[config.mk]
export PLATFORM = sky130hd
export DESIGN_NAME = drive_input_ctrl
export DESIGN_NICKNAME = d
export VERILOG_FILES = /design/src/rtl/drive_input_ctrl.sv
export SDC_FILE = /design/constraint.sdc
export NUM_CORES = 1
export LEC_CHECK = 0
export CORE_MARGIN = 2
export CORE_UTILIZATION = 55
export CTS_CLUSTER_SIZE = 40
export DETAILED_ROUTE_END_ITERATION = 10
export PLACE_DENSITY = 0.77
export RECOVER_POWER = 25
export SLEW_MARGIN = 30
export SYNTH_ARGS = -nofsm -noshare
export SYNTH_HDL_FRONTEND = slang
export SYNTH_SLANG_ARGS = --single-unit
[constraint.sdc]
create_clock -name clk_i -period 13 [get_ports clk_i]
set_input_delay 2.6 -clock clk_i [delete_from_list [all_inputs] [get_ports clk_i]]
set_output_delay 2.6 -clock clk_i [all_outputs]
set_load 0.02 [all_outputs]
[src/rtl/drive_input_ctrl.sv]
// drive_input_ctrl
//   Turns raw accel/decel/gear push-buttons into speed-stage control pulses and
//   maintains the gear register with an overspeed interlock on downshift.
// Ports
//   clk_i            system clock, rising edge
//   rst_i            asynchronous, active-high reset
//   btn_accel_i      raw accelerator button (async)
//   btn_decel_i      raw brake button (async)
//   btn_gear_up_i    raw upshift button (async)
//   btn_gear_down_i  raw downshift button (async)
//   speed_level_i    current level fed back from the speed-level stage
//   accel_pulse_o    one-cycle increment request
//   decel_pulse_o    one-cycle decrement request
//   gear_o           current gear, 1..6
//   shift_reject_o   one-cycle flag, shift request refused
//
// Repeat FSM (one each for accel and decel)
//   state     | meaning
//   ST_IDLE   | button released or blocked, waiting for a debounced rise
//   ST_FIRE   | emit first pulse, load repeat delay
//   ST_HOLD   | counting down the initial repeat delay
//   ST_REPEAT | counting down the repeat period, pulse at terminal count
module drive_input_ctrl #(
  parameter int unsigned DEBOUNCE_CYCLES = 4,
  parameter int unsigned REPEAT_DELAY    = 10,
  parameter int unsigned REPEAT_PERIOD   = 5,
  parameter int unsigned CNT_W           = 20,
  parameter int unsigned MAX_L1          = 3,
  parameter int unsigned MAX_L2          = 5,
  parameter int unsigned MAX_L3          = 7,
  parameter int unsigned MAX_L4          = 9,
  parameter int unsigned MAX_L5          = 12,
  parameter int unsigned MAX_L6          = 15
) (
  input  logic       clk_i,
  input  logic       rst_i,
  input  logic       btn_accel_i,
  input  logic       btn_decel_i,
  input  logic       btn_gear_up_i,
  input  logic       btn_gear_down_i,
  input  logic [3:0] speed_level_i,
  output logic       accel_pulse_o,
  output logic       decel_pulse_o,
  output logic [2:0] gear_o,
  output logic       shift_reject_o
);

  // Button index: 0 accel, 1 decel, 2 gear up, 3 gear down
  localparam int NB = 4;
  localparam logic [CNT_W-1:0] DB_LAST   = CNT_W'(DEBOUNCE_CYCLES - 1);
  // Counters reload with N-1 so consecutive pulses are exactly N cycles apart
  localparam logic [CNT_W-1:0] DELAY_LD  = CNT_W'(REPEAT_DELAY - 1);
  localparam logic [CNT_W-1:0] PERIOD_LD = CNT_W'(REPEAT_PERIOD - 1);

  typedef enum logic [1:0] {ST_IDLE, ST_FIRE, ST_HOLD, ST_REPEAT} rep_state_e;

  logic [NB-1:0]    raw;
  logic [NB-1:0]    sync1_q, sync2_q, deb_q, deb_dly_q, rise;
  logic [CNT_W-1:0] dbc_q [NB];

  assign raw  = {btn_gear_down_i, btn_gear_up_i, btn_decel_i, btn_accel_i};
  assign rise = deb_q & ~deb_dly_q;

  // Synchroniser and debounce: counter runs only while the synced value
  // disagrees with the debounced level, so any return clears it.
  always_ff @(posedge clk_i or posedge rst_i) begin
    if (rst_i) begin
      sync1_q   <= '0;
      sync2_q   <= '0;
      deb_q     <= '0;
      deb_dly_q <= '0;
      for (int i = 0; i < NB; i++) dbc_q[i] <= '0;
    end else begin
      sync1_q   <= raw;
      sync2_q   <= sync1_q;
      deb_dly_q <= deb_q;
      for (int i = 0; i < NB; i++) begin
        if (sync2_q[i] == deb_q[i]) begin
          dbc_q[i] <= '0;
        end else if (dbc_q[i] == DB_LAST) begin
          deb_q[i] <= sync2_q[i];
          dbc_q[i] <= '0;
        end else begin
          dbc_q[i] <= dbc_q[i] + 1'b1;
        end
      end
    end
  end

  rep_state_e       st_q [2];
  logic [CNT_W-1:0] rc_q [2];
  logic [1:0]       pulse_q;

  always_ff @(posedge clk_i or posedge rst_i) begin
    if (rst_i) begin
      pulse_q <= '0;
      for (int c = 0; c < 2; c++) begin
        st_q[c] <= ST_IDLE;
        rc_q[c] <= '0;
      end
    end else begin
      for (int c = 0; c < 2; c++) begin
        // accel (c=0) is held off whenever decel is debounced high
        if (!deb_q[c] || (c == 0 && deb_q[1])) begin
          st_q[c]    <= ST_IDLE;
          rc_q[c]    <= '0;
          pulse_q[c] <= 1'b0;
        end else begin
          case (st_q[c])
            ST_IDLE: begin
              pulse_q[c] <= 1'b0;
              if (rise[c]) st_q[c] <= ST_FIRE;
            end
            ST_FIRE: begin
              pulse_q[c] <= 1'b1;
              rc_q[c]    <= DELAY_LD;
              st_q[c]    <= ST_HOLD;
            end
            ST_HOLD, ST_REPEAT: begin
              if (rc_q[c] == '0) begin
                pulse_q[c] <= 1'b1;
                rc_q[c]    <= PERIOD_LD;
                st_q[c]    <= ST_REPEAT;
              end else begin
                pulse_q[c] <= 1'b0;
                rc_q[c]    <= rc_q[c] - 1'b1;
              end
            end
            default: begin
              pulse_q[c] <= 1'b0;
              st_q[c]    <= ST_IDLE;
            end
          endcase
        end
      end
    end
  end

  assign accel_pulse_o = pulse_q[0];
  assign decel_pulse_o = pulse_q[1];

  logic [2:0] gear_q;
  logic       rej_q;
  logic [3:0] down_lim;

  // Ceiling of the gear we would shift down into
  always_comb begin
    down_lim = 4'd0;
    case (gear_q)
      3'd2:    down_lim = 4'(MAX_L1);
      3'd3:    down_lim = 4'(MAX_L2);
      3'd4:    down_lim = 4'(MAX_L3);
      3'd5:    down_lim = 4'(MAX_L4);
      3'd6:    down_lim = 4'(MAX_L5);
      default: down_lim = 4'd0;
    endcase
  end

  always_ff @(posedge clk_i or posedge rst_i) begin
    if (rst_i) begin
      gear_q <= 3'd1;
      rej_q  <= 1'b0;
    end else begin
      rej_q <= 1'b0;
      if (rise[2] && rise[3]) begin
        rej_q <= 1'b1;
      end else if (rise[2]) begin
        if (gear_q < 3'd6) gear_q <= gear_q + 3'd1;
        else               rej_q  <= 1'b1;
      end else if (rise[3]) begin
        if (gear_q > 3'd1 && speed_level_i <= down_lim) gear_q <= gear_q - 3'd1;
        else                                             rej_q  <= 1'b1;
      end
    end
  end

  assign gear_o         = gear_q;
  assign shift_reject_o = rej_q;

endmodule
==> run metrics <==
status=finished, final reports clean; Die Y=118 um; setup violators final=0; FILL cells=1014; syn_area_per_cell=9.80 um^2; count of flip-flops with a built-in enable after synthesis=0; power per cell area=211 nW/um^2; Critical R2R Launch=gear_o[0]$_DFFE_PP1P_; fin util=64.4%; initial core utilization=56.5%; first-pass GRT wire length=23700 um; via count=5276; hold depth=0; total die area=13900 um^2; critical path fanouts, max=5; Core Region=12600 um^2; PortBufs=15; Post-Route WL=13400 um; Die X=118 um; fin crit share=32.3%; initial antenna violation count=0; slowest stage delay, CP=610 ps; largest net degree at the start of global routing=101; post-DP HPWL=8990 um; clock sinks=146; crit path DAT=1600 ps; worst-path cell chain=clkdlybuf4s50_1; end of the worst hold path=sync2_q[1]$_DFF_PP0_; H-tree depth=4; Max Slew Vio Count=0; Setup crit end kind=output port; Setup Buffers After CTS=0; IO Count=16; Clock power frac=32.3%; Vias/cell=5.67; Psw=0.585 mW; sequential fraction of the synthesis area=51.3%; drt pass-1 iters=5; CTS Hold Bufs=0; Post-route DRC=0; total CTS buffers=17; Power Total=1.71 mW; Reg clk slew, reported paths=60 ps; fin nets=772; max-capacitance violation count=0; Routed wire per std cell=14.4 um; yosys warns=0; row count=41; prevailing post-synth register cell=dfrtp_1; Starting DRT DRC Count=298; Diodes inserted=0; global route overflow=0; synth unique cells=50; RSZ-0062 raised after global routing=no; Max Fclk=238 MHz; vias in the first global route=5235; CTS tree=built; Hold Startpoint=sync1_q[1]$_DFF_PP0_; area grow syn2layout=14.0%; top-area cell type share of the netlist area=50.9%; min Tclk post-route=4200 ps; Final Hold Fails=0; Setup Crit Path Kind=flip-flop to output port; Cells after Synth=727; final worst setup slack=8800 ps; R2R cell count=10; CTS root buf=clkbuf_16; ratio of cells with drive above 1 in the final layout=5.94%; CP top delay family=buffers and inverters; Tot GR Track Use=20.7%; Post-Layout Cell Count=930; P_leak=3.60 nW; slew margin rel.=42.8%; pre-CTS worst setup slack=8400 ps; critical path startpoint category=flip-flop; Slowest-stage cell, CP=clkdlybuf4s50_1; maximum VDD drop=0.000102 V; share of total power in combinational logic=33.3%; Placed Instances=899; setup tns final=0 ps; Syn Nets=753; hold crit path type=flip-flop to flip-flop; Final Skew=7.04 ps; # resized after CTS=0; latest clock arrival within the worst-skew pair=420 ps; Worst Max-Slew Pin Slew=858 ps; maximum clock path buffer count=2; post-synth top area cell=dfrtp_1; Placer Congestion=0.844; Crit path required time=10400 ps; Antenna Nets Post-Route=0; internal power=1.13 mW; Net Sw Frac=34.2%; r2r endpoint=gear_o[2]$_DFFE_PP0P_; Sequential Power Share=34.4%; synthesized flop and latch total=146; FF-to-FF setup slack=10120 ps; top cells by area, synth=dfrtp_1, xor2_1, nor2_1; asr flop ratio synth=100%; Buf+Inv Stages, Crit Path=1; post-synthesis cell area=7130 um^2
==> stage by stage <==
stage          area (um^2)  hold slack, ps
6_report              8120             353
4_1_cts               8130             353
5_1_grt               8120             361
2_1_floorplan         7130             331
3_5_place_dp          7460             335
3_3_place_gp          7460             334
==> cells by family after synthesis <==
kind of cell	Yosys count	synth area share (%)
AO/OA/AOI/OAI	69	5.95
XOR/XNOR	98	12.0
multiplexers	6	0.895
buffers and inverters	44	2.33
adder cells (fa/ha/maj)	16	2.81
AND/OR/NAND/NOR	348	24.7
flip-flops	146	51.3
==> cells in the mapped netlist (2+ instances only) <==
cell type  number
nor2b_1         3
xor2_1         58
or4_4           2
or4_1           7
dfrtp_1       145
clkbuf_1       18
nand2b_1        4
and4_1          9
nor3_1         20
ha_1           16
o21bai_1        2
nand2_1        36
o22ai_1         3
mux2_2          3
or4b_2          3
inv_1          24
a21o_1          5
nand4_1        28
and2_1          4
nor4_1         28
a21oi_1        16
xnor2_1        40
or2_2           3
nand3_1        39
and3_1          9
nor4b_1         2
o311ai_0        2
o22a_1          3
or3_1          11
nor2_1        132
o21ai_0        26
nor3b_1         3
o41ai_1         3
a211oi_1        2
mux2i_1         3
==> power groups by stage <==
stage | sequential [mW] | combinational (mW) | clock [mW]
floorplan | 0.585 | 0.454 | 0
global placement | 0.589 | 0.551 | 0
detailed placement | 0.595 | 0.572 | 0
CTS | 0.588 | 0.577 | 0.563
global route | 0.599 | 0.644 | 0.582
finish | 0.589 | 0.570 | 0.553
==> how the worst max path moves through the flow <==
stage | startpoint | end | slack [ps] | depth (start not counted)
finish | gear_o[0]$_DFFE_PP1P_ | gear_o[0] | 8800 | 1
global route | speed_level_i[2] | gear_o[1]$_DFFE_PP0P_ | 8700 | 7
CTS | gear_o[0]$_DFFE_PP1P_ | gear_o[0] | 8780 | 1
detailed placement | speed_level_i[2] | gear_o[1]$_DFFE_PP0P_ | 8400 | 7
global placement | speed_level_i[2] | gear_o[1]$_DFFE_PP0P_ | 8430 | 7
floorplan | rst_i | dbc_q[0]$_DFF_PP0_ | 6480 | 1
==> routing by layer <==
| metal | global-route usage [%] | wire (um) | vias to the layer above |
|---|---|---|---|
| met5 | 0 | 0 | - |
| met4 | 8.96 | 207 | 0 |
| met3 | 4.75 | 439 | 18 |
| met2 | 33.6 | 6500 | 97 |
| met1 | 26.8 | 6290 | 2575 |
| li1 | - | - | 2586 |
==> cells in the final DEF (no fill, tap or decap), types with 4 or more instances in the layout <==
cell               n
xor2_1            58
inv_1             23
and2_1             4
or4_1              7
bufinv_16          6
nand3_1           39
clkbuf_1           5
a21o_1             5
or3_1             11
dfrtp_1          145
nor2_1           132
clkbuf_16         17
and4_1             9
nand4_1           28
clkdlybuf4s50_1   15
nor4_1            28
xnor2_1           40
o21ai_0           26
nand2_1           36
and3_1             9
nand2b_1           4
nor3_1            20
ha_1              16
a21oi_1           16
==> registers in the layout, indices dropped and copies added, names as in the netlist <==
name            flops
deb_dly_q           4
gear_o              3
st_q                4
deb_q               4
rc_q               40
shift_reject_o      1
dbc_q              80
sync1_q             4
pulse_q             2
sync2_q             4
==> area by class of cell <==
type	count	area, um^2	share of cell area, %
sequential	146	3650	45.0
multi-input combinational	537	3310	40.7
clock buffer	22	474	5.84
tap	172	215	2.65
clock inverter	9	201	2.48
timing repair buffer	19	169	2.08
inverter	25	101	1.25
No activity file was read; power rests on OpenSTA's default activity.
